`src/rtl/pc_fetch_ctrl.sv`:
```
// pc_fetch_ctrl: fetch sequencer that drives an external PC register and an instruction memory port.
// Redirects raised during memory wait states are held until the outstanding fetch completes.
module pc_fetch_ctrl #(
  parameter logic [31:0] BOOT_ADDR  = 32'h0000_0000,
  parameter logic [31:0] EXC_VECTOR = 32'h0000_0004
) (
  input  logic        clk,
  input  logic        rst,
  input  logic [31:0] pc_cur,
  output logic        pc_ena,
  output logic [31:0] pc_next,
  output logic        imem_req,
  output logic [31:0] imem_addr,
  input  logic        imem_ack,
  input  logic [31:0] imem_rdata,
  input  logic        stall,
  input  logic        halt,
  input  logic        br_taken,
  input  logic [31:0] br_target,
  input  logic        jmp,
  input  logic [31:0] jmp_target,
  input  logic        exc,
  output logic        inst_valid,
  output logic [31:0] inst,
  output logic [31:0] inst_pc,
  output logic [1:0]  state
);

  typedef enum logic [1:0] {
    BOOT  = 2'd0,
    FETCH = 2'd1,
    STALL = 2'd2,
    HALT  = 2'd3
  } state_t;

  state_t      state_r;
  state_t      state_nxt_s;
  logic        pend_vld_r;
  logic        pend_exc_r;
  logic [31:0] pend_tgt_r;
  logic        pend_vld_nxt_s;
  logic        pend_exc_nxt_s;
  logic [31:0] pend_tgt_nxt_s;
  logic        redir_s;
  logic [31:0] redir_tgt_s;
  logic        merge_vld_s;
  logic        merge_exc_s;
  logic [31:0] merge_tgt_s;
  logic        accept_s;

  function automatic logic [31:0] word_align(input logic [31:0] addr);
    return addr & 32'hFFFF_FFFC;
  endfunction

  // Resolve same-cycle redirect priority and merge it with any pending redirect.
  always_comb begin
    redir_s     = exc | jmp | br_taken;
    merge_vld_s = pend_vld_r | redir_s;
    merge_exc_s = pend_exc_r | exc;
    if (exc) begin
      redir_tgt_s = word_align(EXC_VECTOR);
    end else if (jmp) begin
      redir_tgt_s = word_align(jmp_target);
    end else if (br_taken) begin
      redir_tgt_s = word_align(br_target);
    end else begin
      redir_tgt_s = 32'h0000_0000;
    end
    // A pending exception is sticky; otherwise the newest redirect wins.
    if (pend_exc_r) begin
      merge_tgt_s = pend_tgt_r;
    end else if (redir_s) begin
      merge_tgt_s = redir_tgt_s;
    end else begin
      merge_tgt_s = pend_tgt_r;
    end
  end

  // Next-state, PC load and memory request decode.
  always_comb begin
    state_nxt_s    = state_r;
    pc_ena         = 1'b0;
    pc_next        = 32'h0000_0000;
    imem_req       = 1'b0;
    imem_addr      = 32'h0000_0000;
    pend_vld_nxt_s = pend_vld_r;
    pend_exc_nxt_s = pend_exc_r;
    pend_tgt_nxt_s = pend_tgt_r;
    accept_s       = 1'b0;
    if (!rst) begin
      state_nxt_s    = BOOT;
      pend_vld_nxt_s = 1'b0;
      pend_exc_nxt_s = 1'b0;
      pend_tgt_nxt_s = 32'h0000_0000;
    end else begin
      pc_next   = pc_cur;
      imem_addr = pc_cur;
      case (state_r)
        BOOT: begin
          pc_ena      = 1'b1;
          pc_next     = BOOT_ADDR;
          state_nxt_s = FETCH;
        end
        FETCH: begin
          imem_req = 1'b1;
          if (imem_ack) begin
            pc_ena         = 1'b1;
            pend_vld_nxt_s = 1'b0;
            pend_exc_nxt_s = 1'b0;
            pend_tgt_nxt_s = 32'h0000_0000;
            if (merge_vld_s) begin
              pc_next     = merge_tgt_s;
              state_nxt_s = FETCH;
            end else begin
              pc_next  = pc_cur + 32'd4;
              accept_s = 1'b1;
              if (halt) begin
                state_nxt_s = HALT;
              end else if (stall) begin
                state_nxt_s = STALL;
              end else begin
                state_nxt_s = FETCH;
              end
            end
          end else begin
            pend_vld_nxt_s = merge_vld_s;
            pend_exc_nxt_s = merge_exc_s;
            pend_tgt_nxt_s = merge_tgt_s;
          end
        end
        STALL: begin
          if (merge_vld_s) begin
            pc_ena      = 1'b1;
            pc_next     = merge_tgt_s;
            state_nxt_s = FETCH;
          end else if (halt) begin
            state_nxt_s = HALT;
          end else if (!stall) begin
            state_nxt_s = FETCH;
          end else begin
            state_nxt_s = STALL;
          end
        end
        HALT: begin
          if (merge_vld_s) begin
            pc_ena      = 1'b1;
            pc_next     = merge_tgt_s;
            state_nxt_s = HALT;
          end else if (!halt) begin
            state_nxt_s = FETCH;
          end else begin
            state_nxt_s = HALT;
          end
        end
        default: begin
          state_nxt_s = BOOT;
        end
      endcase
    end
  end

  // State, pending redirect and fetched-instruction registers.
  always_ff @(posedge clk or negedge rst) begin
    if (!rst) begin
      state_r    <= BOOT;
      pend_vld_r <= 1'b0;
      pend_exc_r <= 1'b0;
      pend_tgt_r <= 32'h0000_0000;
      inst_valid <= 1'b0;
      inst       <= 32'h0000_0000;
      inst_pc    <= 32'h0000_0000;
    end else begin
      state_r    <= state_nxt_s;
      pend_vld_r <= pend_vld_nxt_s;
      pend_exc_r <= pend_exc_nxt_s;
      pend_tgt_r <= pend_tgt_nxt_s;
      inst_valid <= accept_s;
      if (accept_s) begin
        inst    <= imem_rdata;
        inst_pc <= pc_cur;
      end
    end
  end

  assign state = state_r;

endmodule

```
`config.mk`:
```
export PLATFORM = sky130hd
export DESIGN_NAME = pc_fetch_ctrl
export DESIGN_NICKNAME = d
export VERILOG_FILES = /design/src/rtl/pc_fetch_ctrl.sv
export SDC_FILE = /design/constraint.sdc
export NUM_CORES = 1
export LEC_CHECK = 0
export BUFFER_PORTS_ARGS = -buffer_cell sky130_fd_sc_hd__buf_4
export CAP_MARGIN = 40
export CORE_ASPECT_RATIO = 1.2
export CORE_UTILIZATION = 25
export CTS_CLUSTER_SIZE = 40
export DETAILED_ROUTE_END_ITERATION = 16
export GPL_ROUTABILITY_DRIVEN = 0
export SLEW_MARGIN = 20
export SYNTH_ARGS = -nofsm -noshare
export SYNTH_HDL_FRONTEND = slang
export SYNTH_SLANG_ARGS = --single-unit
```
`constraint.sdc`:
```
create_clock -name clk -period 3 [get_ports clk]
set_clock_uncertainty 0.1 [all_clocks]
set_input_delay 0.6 -clock clk [delete_from_list [all_inputs] [get_ports clk]]
set_output_delay 0.6 -clock clk [all_outputs]
set_load 0.05 [all_outputs]
```
==> results.env, run 1 <==
SYNTHTOLAYOUTAREAGROWTH_PCT=69.3
DIE-AREA_UM2=26500
CTS_HOLD_REPAIR.BUFFERS=0
YOSYS.CELL_TYPES.COUNT=65
START_KIND='register'
PLACED_CELLS_INCL_TAPS=1330
FINAL_GLOBAL_ROUTE_OVERFLOW_TOTAL=0
SYNTH_AREA_PER_CELL_UM2=9.39
VIAS_IN_THE_FIRST_GLOBAL_ROUTE=6938
HOLD-WORST-SLACK_NS=0.254
SYNTH_WARNINGS=0
GRT_SETUP_UNREPAIRED='yes'
WORST_EP_ARRIVAL_TIME_NS=2.42
CTS_MADE_BUFFERS=9
LAYOUT_COMMON_CELLS='buf_4, dfrtp_1, nand2_1'
P_LEAK_nW=5.05
FINALCRITICALPERIOD_NS=3.12
SYNTH_EDF_COUNT=0
FIN_CELLS=1375
MAX_SLEW_MARGIN_VS_LIMIT_PCT=53.9
VIAS=7052
DIE_WIDTH_UM=149
ANTENNA_LEFT=0
CTS_TREE='built'
ROUTED_WIRELENGTH_UM=26300
FINAL_CRITICAL_PATH_SETUP_SLACK_NS=-0.120
INITIAL_UTILIZATION_PCT=25.4
MAPPEDNETLISTAREA_UM2=6470
TOTAL_ITERATIONS_OF_THE_FIRST_DETAILED_ROUTING_RUN=7
GRT_PASS1_WL_UM=39700
IO_PINS=269
PORT_BUFFERS=264
DESIGN.FINAL.NETS=1182
MAXSLEWVIOLCOUNT=0
P_PER_AREA_nW_PER_UM2=454
MAX-CLOCK-PATH-BUFFERS=2
VIOLATIONS_IN_THE_FINAL_REPORTS='negative setup slack'
PLACEMENTROWS=64
CHIPHEIGHT_UM=178
CTSROOTBUFFERMASTER='clkbuf_16'
INSERTEDDIODECOUNT=0
NUMCLOCKSINKS=101
MAX_CAP_VIOLATIONS=0
LAYOUT.CELLS.MOST_COMMON='buf_4'
FMAX_MHz=321
POST_SYNTH_INST_COUNT=689
CRITICAL_PATH_CLASS='register to primary output'
FINAL_LAYOUT_SIZE_SUFFIX_GT1_SHARE_PCT=56.0
NUMBER_OF_ANTENNA_VIOLATIONS_AT_THE_FIRST_CHECK_IN_GLOBAL_ROUTING=0
FINALSETUPVIOLATIONS=18
ASYNC_RESET_FF_SHARE_PCT=100
WORST_IR_DROP_VDD_mV=0.310
AVGVIACOUNTPERCELL=5.13
SYNTH-SEQ-AREA-SHARE_PCT=39.1
WORSTPATHMAXFANOUT=6
GRT_START_MAX_NET_PINS=141
TIMING.FINAL.CRIT_SHARE_PCT=104
DR_DRC_COUNT=0
YS_FF_LATCH=101
TRACK_USAGE_PCT=19.7
DR.FIRST_ITER.DRC_COUNT=433
SYNTH_FF_TYPE='dfrtp_1'
TIGHTESTPINTRANSITION_NS=0.692
NET_COUNT_AFTER_SYNTHESIS=830
CTS.REPORTEDPATHS.CLKPINSLEW_NS=0.07
KIND_OF_END_POINT_OF_THE_CRITICAL_PATH='primary output'
SUM_OF_NET_HALF_PERIMETERS_AFTER_DETAILED_PLACEMENT_UM=19600
OUTCOME='complete, but fails checks'
CORE_REGION_AREA_UM2=25500
HOLD_CLASS='input pin to asynchronous set/reset pin'
H-TREE-DEPTH=3
CP.REQUIRED_NS=2.30
TIMING.FINAL.HOLD_VIOLATIONS=0
WIRE_LENGTH_PER_CELL_UM=19.2
INSERTION_DELAY_NS=0.36
[worst paths after layout]
path,endpoint,from,slack (ns),depth (start not counted)
setup / recovery,pc_next[29],pend_vld_r$_DFFE_PN0P_,-0.12,7
hold / removal,inst[29]$_DFFE_PN0P_,rst,0.25,2
setup reg to reg,pend_tgt_r[2]$_DFFE_PN0P_,state[1]$_DFFE_PN0P_,0.60,9
hold reg to reg,pend_tgt_r[28]$_DFFE_PN0P_,pend_tgt_r[28]$_DFFE_PN0P_,0.38,2
max in group asynchronous,inst_pc[31]$_DFFE_PN0P_,rst,2.03,2
min in group clk,inst[17]$_DFFE_PN0P_,imem_rdata[17],0.36,2
[repair_timing]
item	CTS	global route
resized for setup	92	56
setup endpoints to repair	32	30
pin swaps	13	19
buffers inserted	22	6
cloned	2	0
[through the flow]
stage	instance area [µm²]	utilization [%]	total power, mW	TNS (ns)	worst slack (ns)
after floorplan	6840	-	2.89	0	0.000601
after global placement	9870	38.7	3.67	-2.43	-0.204
after detailed placement	9870	38.7	3.69	-3.04	-0.203
after CTS	10700	41.9	4.97	-0.481	-0.0827
after global routing	11000	43.0	5.19	-2.17	-0.155
final	11000	43.0	4.98	-0.975	-0.120
[cells by family (layout without fill, tap and decap cells)]
| kind of cell | count (synthesis) | count (layout) | share of synthesized area (%) |
|---|---|---|---|
| buffers and inverters | 78 | 433 | 5.26 |
| and+or+nand+nor | 226 | 226 | 19.0 |
| adders and majority gates | 5 | 5 | 0.967 |
| xor gates and xnor gates | 2 | 2 | 0.271 |
| AOI/OAI and AO/OA | 211 | 212 | 23.2 |
| muxes | 66 | 66 | 12.2 |
| DFF | 101 | 101 | 39.1 |
[Yosys cell counts, drive strengths merged (11+ instances only)]
cell type	number	share of area, %
dfrtp	101	39
and2	44	4.3
a22oi	29	3.4
o2bb2ai	13	1.8
nor3	12	0.93
a21oi	34	2.6
buf	27	2.3
o21ai	30	2.4
o31ai	13	1.5
a22o	19	2.6
inv	12	0.70
nand3	20	1.6
mux2	62	12
nand2	61	3.7
clkbuf	39	2.3
nor2	30	2.0
a31oi	16	1.5
nand4	11	1.1
[worst max-delay path, cell delays in order (launching register included)]
cell and delay (ns):
dfrtp_1 0.40, buf_6 0.13, nor4_4 0.36, nand2_2 0.20, or3_1 0.34, mux2_4 0.29
a31oi_4 0.17, buf_8 0.18
[routing by layer]
| layer | GRT usage (%) | vias to the layer above | routed length (µm) |
|---|---|---|---|
| li1 | - | 3272 | - |
| met1 | 23.5 | 3446 | 10400 |
| met2 | 33.4 | 283 | 12900 |
| met3 | 4.42 | 51 | 1840 |
| met4 | 9.01 | 0 | 1160 |
| met5 | 0 | - | 0 |
[state kept, by name, indices dropped and copies added (netlist names)]
name        count
pend_exc_r      1
inst           32
pend_tgt_r     32
pend_vld_r      1
inst_pc        32
state           2
inst_valid      1
[power breakdown]
part           total (mW)  switching (mW)  internal [mW]  leakage (nW)
registers            1.63          0.0941           1.54          1.35
logic                2.14            1.34          0.798          3.57
clock network        1.20           0.558          0.647         0.135
total                4.98            1.99           2.98          5.05
[layout make-up]
class,count,area [µm²]
tap,330,413
fill,2443,14500
timing repair buffer,406,3360
clock buffer,10,229
clock inverter,5,62.6
sequential,101,2530
multi-input combinational,511,4310
inverter,12,45.0
(Power assumes the default switching activity.)
==> run 2, diff against run 1 <==
==> constraint.sdc (replaced) <==
create_clock -name clk -period 2.72 [get_ports clk]
set_clock_uncertainty 0.1 [all_clocks]
set_input_delay 0.544 -clock clk [delete_from_list [all_inputs] [get_ports clk]]
set_output_delay 0.544 -clock clk [all_outputs]
set_load 0.05 [all_outputs]
==> run 2 against run 1 <==
Net effect: the run still ends with negative setup slack left; sequential power rose by 11%; critical path depth rose by 3; worst setup slack got worse by 0.20 ns; non-clock buffer count increased by 29; via count grew 1.1%; largest cell class unchanged; largest power group unchanged.
==> results.env, run 2 (same netlist as run 1, synthesis figures left out) <==
OUTCOME='complete, but fails checks'
GLOBALROUTEMET1UTIL_PCT=23.5
AREA_TAKEN_BY_MULTI_INPUT_LOGIC_GATES_UM2=4570
TIMING.CRITICAL_PATH.FROM='state[1]$_DFFE_PN0P_'
DOMINANT_CELL_TYPE_BY_COUNT_ON_THE_CRITICAL_PATH='buf_6'
CRITICAL_PATH.MAX_STAGE_DELAY_NS=0.44
FINALCRITICALPERIOD_NS=3.04
INITIAL_UTILIZATION_PCT=25.4
TIMING.FINAL.HOLD_VIOLATIONS=0
MAX_SLEW_MARGIN_VS_LIMIT_PCT=53.8
START_KIND='register'
ANTENNA_LEFT=0
WORST_EP_ARRIVAL_TIME_NS=2.40
WORSTPATHBUFFERINVERTERCOUNT=5
PLACEMENTROWS=64
GRT_PASS1_WL_UM=40100
GROUTE.LAYER.MET3.USAGE_PCT=5.37
CHIPHEIGHT_UM=178
DPL_CELL_AREA_UM2=10300
SYNTHTOLAYOUTAREAGROWTH_PCT=78.7
INSERTION_DELAY_NS=0.36
TRACK_USAGE_PCT=20.1
DR.FIRST_ITER.DRC_COUNT=419
CTS.REPORTEDPATHS.CLKPINSLEW_NS=0.08
VIAS=7133
WIRE_LENGTH_PER_CELL_UM=19.2
GRT_SETUP_UNREPAIRED='yes'
DETAILEDPLACE.WORSTSLACK_NS=-0.268
P_PER_AREA_nW_PER_UM2=485
FILLERS=2423
FINAL_GLOBAL_ROUTE_OVERFLOW_TOTAL=0
IO_PINS=269
SUM_OF_NET_HALF_PERIMETERS_AFTER_DETAILED_PLACEMENT_UM=20400
GRT_START_MAX_NET_PINS=141
AVGVIACOUNTPERCELL=5.08
CTS_TREE='built'
CORE_REGION_AREA_UM2=25500
BIGGESTREGSBYFLOPS='inst (32), inst_pc (32), pend_tgt_r (32)'
DR_DRC_COUNT=0
MET2_CAPACITY_USAGE_DURING_GLOBAL_ROUTING_PCT=34.4
MAXSLEWVIOLCOUNT=0
KIND_OF_END_POINT_OF_THE_CRITICAL_PATH='primary output'
CTS_MADE_BUFFERS=9
NUMBER_OF_ANTENNA_VIOLATIONS_AT_THE_FIRST_CHECK_IN_GLOBAL_ROUTING=0
LAYOUT_COMMON_CELLS='buf_4, dfrtp_1, nand2_1'
CTSROOTBUFFERMASTER='clkbuf_16'
FINAL_LAYOUT_SIZE_SUFFIX_GT1_SHARE_PCT=60.0
TOTAL_ITERATIONS_OF_THE_FIRST_DETAILED_ROUTING_RUN=4
H-TREE-DEPTH=3
CAPTURE_POINT_OF_THE_WORST_PATH='pc_next[16]'
END_OF_THE_WORST_REGISTER_TO_REGISTER_PATH='inst[30]$_DFFE_PN0P_'
MAX-CLOCK-PATH-BUFFERS=2
PORT_BUFFERS=264
WORSTPATHMAXFANOUT=7
CPMAXSTAGEDELAYCELL='dfrtp_2'
WORST_IR_DROP_VDD_mV=0.328
CRIT_FAMILY='buffers and inverters'
VIOLATIONS_IN_THE_FINAL_REPORTS='negative setup slack'
WORST-PATH-STAGES=10
TIMING.FINAL.CRIT_SHARE_PCT=112
FINAL_CRITICAL_PATH_SETUP_SLACK_NS=-0.321
ROUTED_WIRELENGTH_UM=27000
LAYOUT.CELL_AREA.NON_FILLER_UM2=11600
DIE_WIDTH_UM=149
R2R-START='pend_vld_r$_DFFE_PN0P_'
REG2REG_DEPTH=9
CTS_HOLD_REPAIR.BUFFERS=0
LAYOUT.CELLS.MOST_COMMON='buf_4'
GLOBAL_ROUTE.PEAK_USAGE_LAYER='met2'
CRITICAL_PATH_CLASS='register to primary output'
DESIGN.FINAL.NETS=1211
FINALSETUPVIOLATIONS=33
TOTAL_POWER_mW=5.61
HOLD_CLASS='input pin to asynchronous set/reset pin'
DIE-AREA_UM2=26500
NUMCLOCKSINKS=101
WORST-R2R-SETUP-SLACK_NS=0.32
P_LEAK_nW=5.31
FINAL-SEQ-AREA_UM2=2530
VIAS_IN_THE_FIRST_GLOBAL_ROUTE=6951
CELL_BY_CELL_LISTING_OF_THE_CRITICAL_PATH='inv_2 > ha_4 > buf_6 > nand2_2 > a21oi_4 > buf_12 > o21ai_0 > buf_4 > a31oi_4 > buf_6'
MAX_CAP_VIOLATIONS=0
TIGHTESTPINTRANSITION_NS=0.693
FMAX_MHz=329
INSERTEDDIODECOUNT=0
CP.REQUIRED_NS=2.08
==> run 2: cell types whose count changed in the layout (fill, tap and decap cells not counted), sizes merged <==
cell    delta
a21oi      -1
buf       +29
bufinv     -1
clkbuf     -1
clkinv     -2
inv        +5
nor2b      +1
==> run 2: worst min path at each step <==
stage	endpoint	slack [ns]	depth (start not counted)
floorplan	inst[0]$_DFFE_PN0P_	0.15	0
global placement	pend_tgt_r[4]$_DFFE_PN0P_	0.36	2
detailed placement	pend_tgt_r[6]$_DFFE_PN0P_	0.37	2
CTS	inst_pc[0]$_DFFE_PN0P_	0.22	2
global route	inst_pc[1]$_DFFE_PN0P_	0.24	2
finish	pend_tgt_r[1]$_DFFE_PN0P_	0.18	2
==> run 2: timing repair <==
item                                    in CTS  in global routing
gates cloned                                 2                  0
buffers inserted                            12                 12
pin swaps                                   33                 32
endpoints found under the setup margin      33                 33
resized for setup                          118                 57
==> run 2: area by class of cell <==
cell class / instances / area share [%]
well taps: 330 / 3.57
repair buffers: 435 / 32.1
clock inverters: 7 / 0.552
flip-flops and latches: 101 / 21.9
clock buffers: 9 / 1.95
multi-input cells: 511 / 39.6
inverters: 12 / 0.390
==> run 2: per-stage QoR <==
stage | hold slack, ns | cells | utilization, % | TNS, ns
2_1_floorplan | 0.148 | 689 | - | -0.413
3_3_place_gp | 0.359 | 1368 | 40.6 | -6.02
3_5_place_dp | 0.367 | 1368 | 40.6 | -6.41
4_1_cts | 0.222 | 1397 | 44.1 | -6.31
5_1_grt | 0.242 | 1405 | 45.4 | -9.17
6_report | 0.177 | 1405 | 45.4 | -6.91
==> run 2: worst reg2reg max path, stage by stage (launching register included) <==
cell     delay (ns)
dfrtp_1        0.41
or4_4          0.48
buf_12         0.17
buf_6          0.13
nor2_8         0.09
buf_6          0.14
buf_4          0.12
nand2_4        0.06
buf_12         0.23
mux2_4         0.35
==> run 2: layer usage <==
metal / wire length (µm) / vias up
met1: 10600 / 3520
met2: 13800 / 238
met5: 0 / -
met4: 832 / 0
li1: - / 3340
met3: 1840 / 35
==> run 2: where the power goes <==
| group | switching, mW | internal [mW] |
|---|---|---|
| clock network | 0.686 | 0.646 |
| registers | 0.112 | 1.70 |
| logic | 1.52 | 0.950 |
| total | 2.32 | 3.29 |
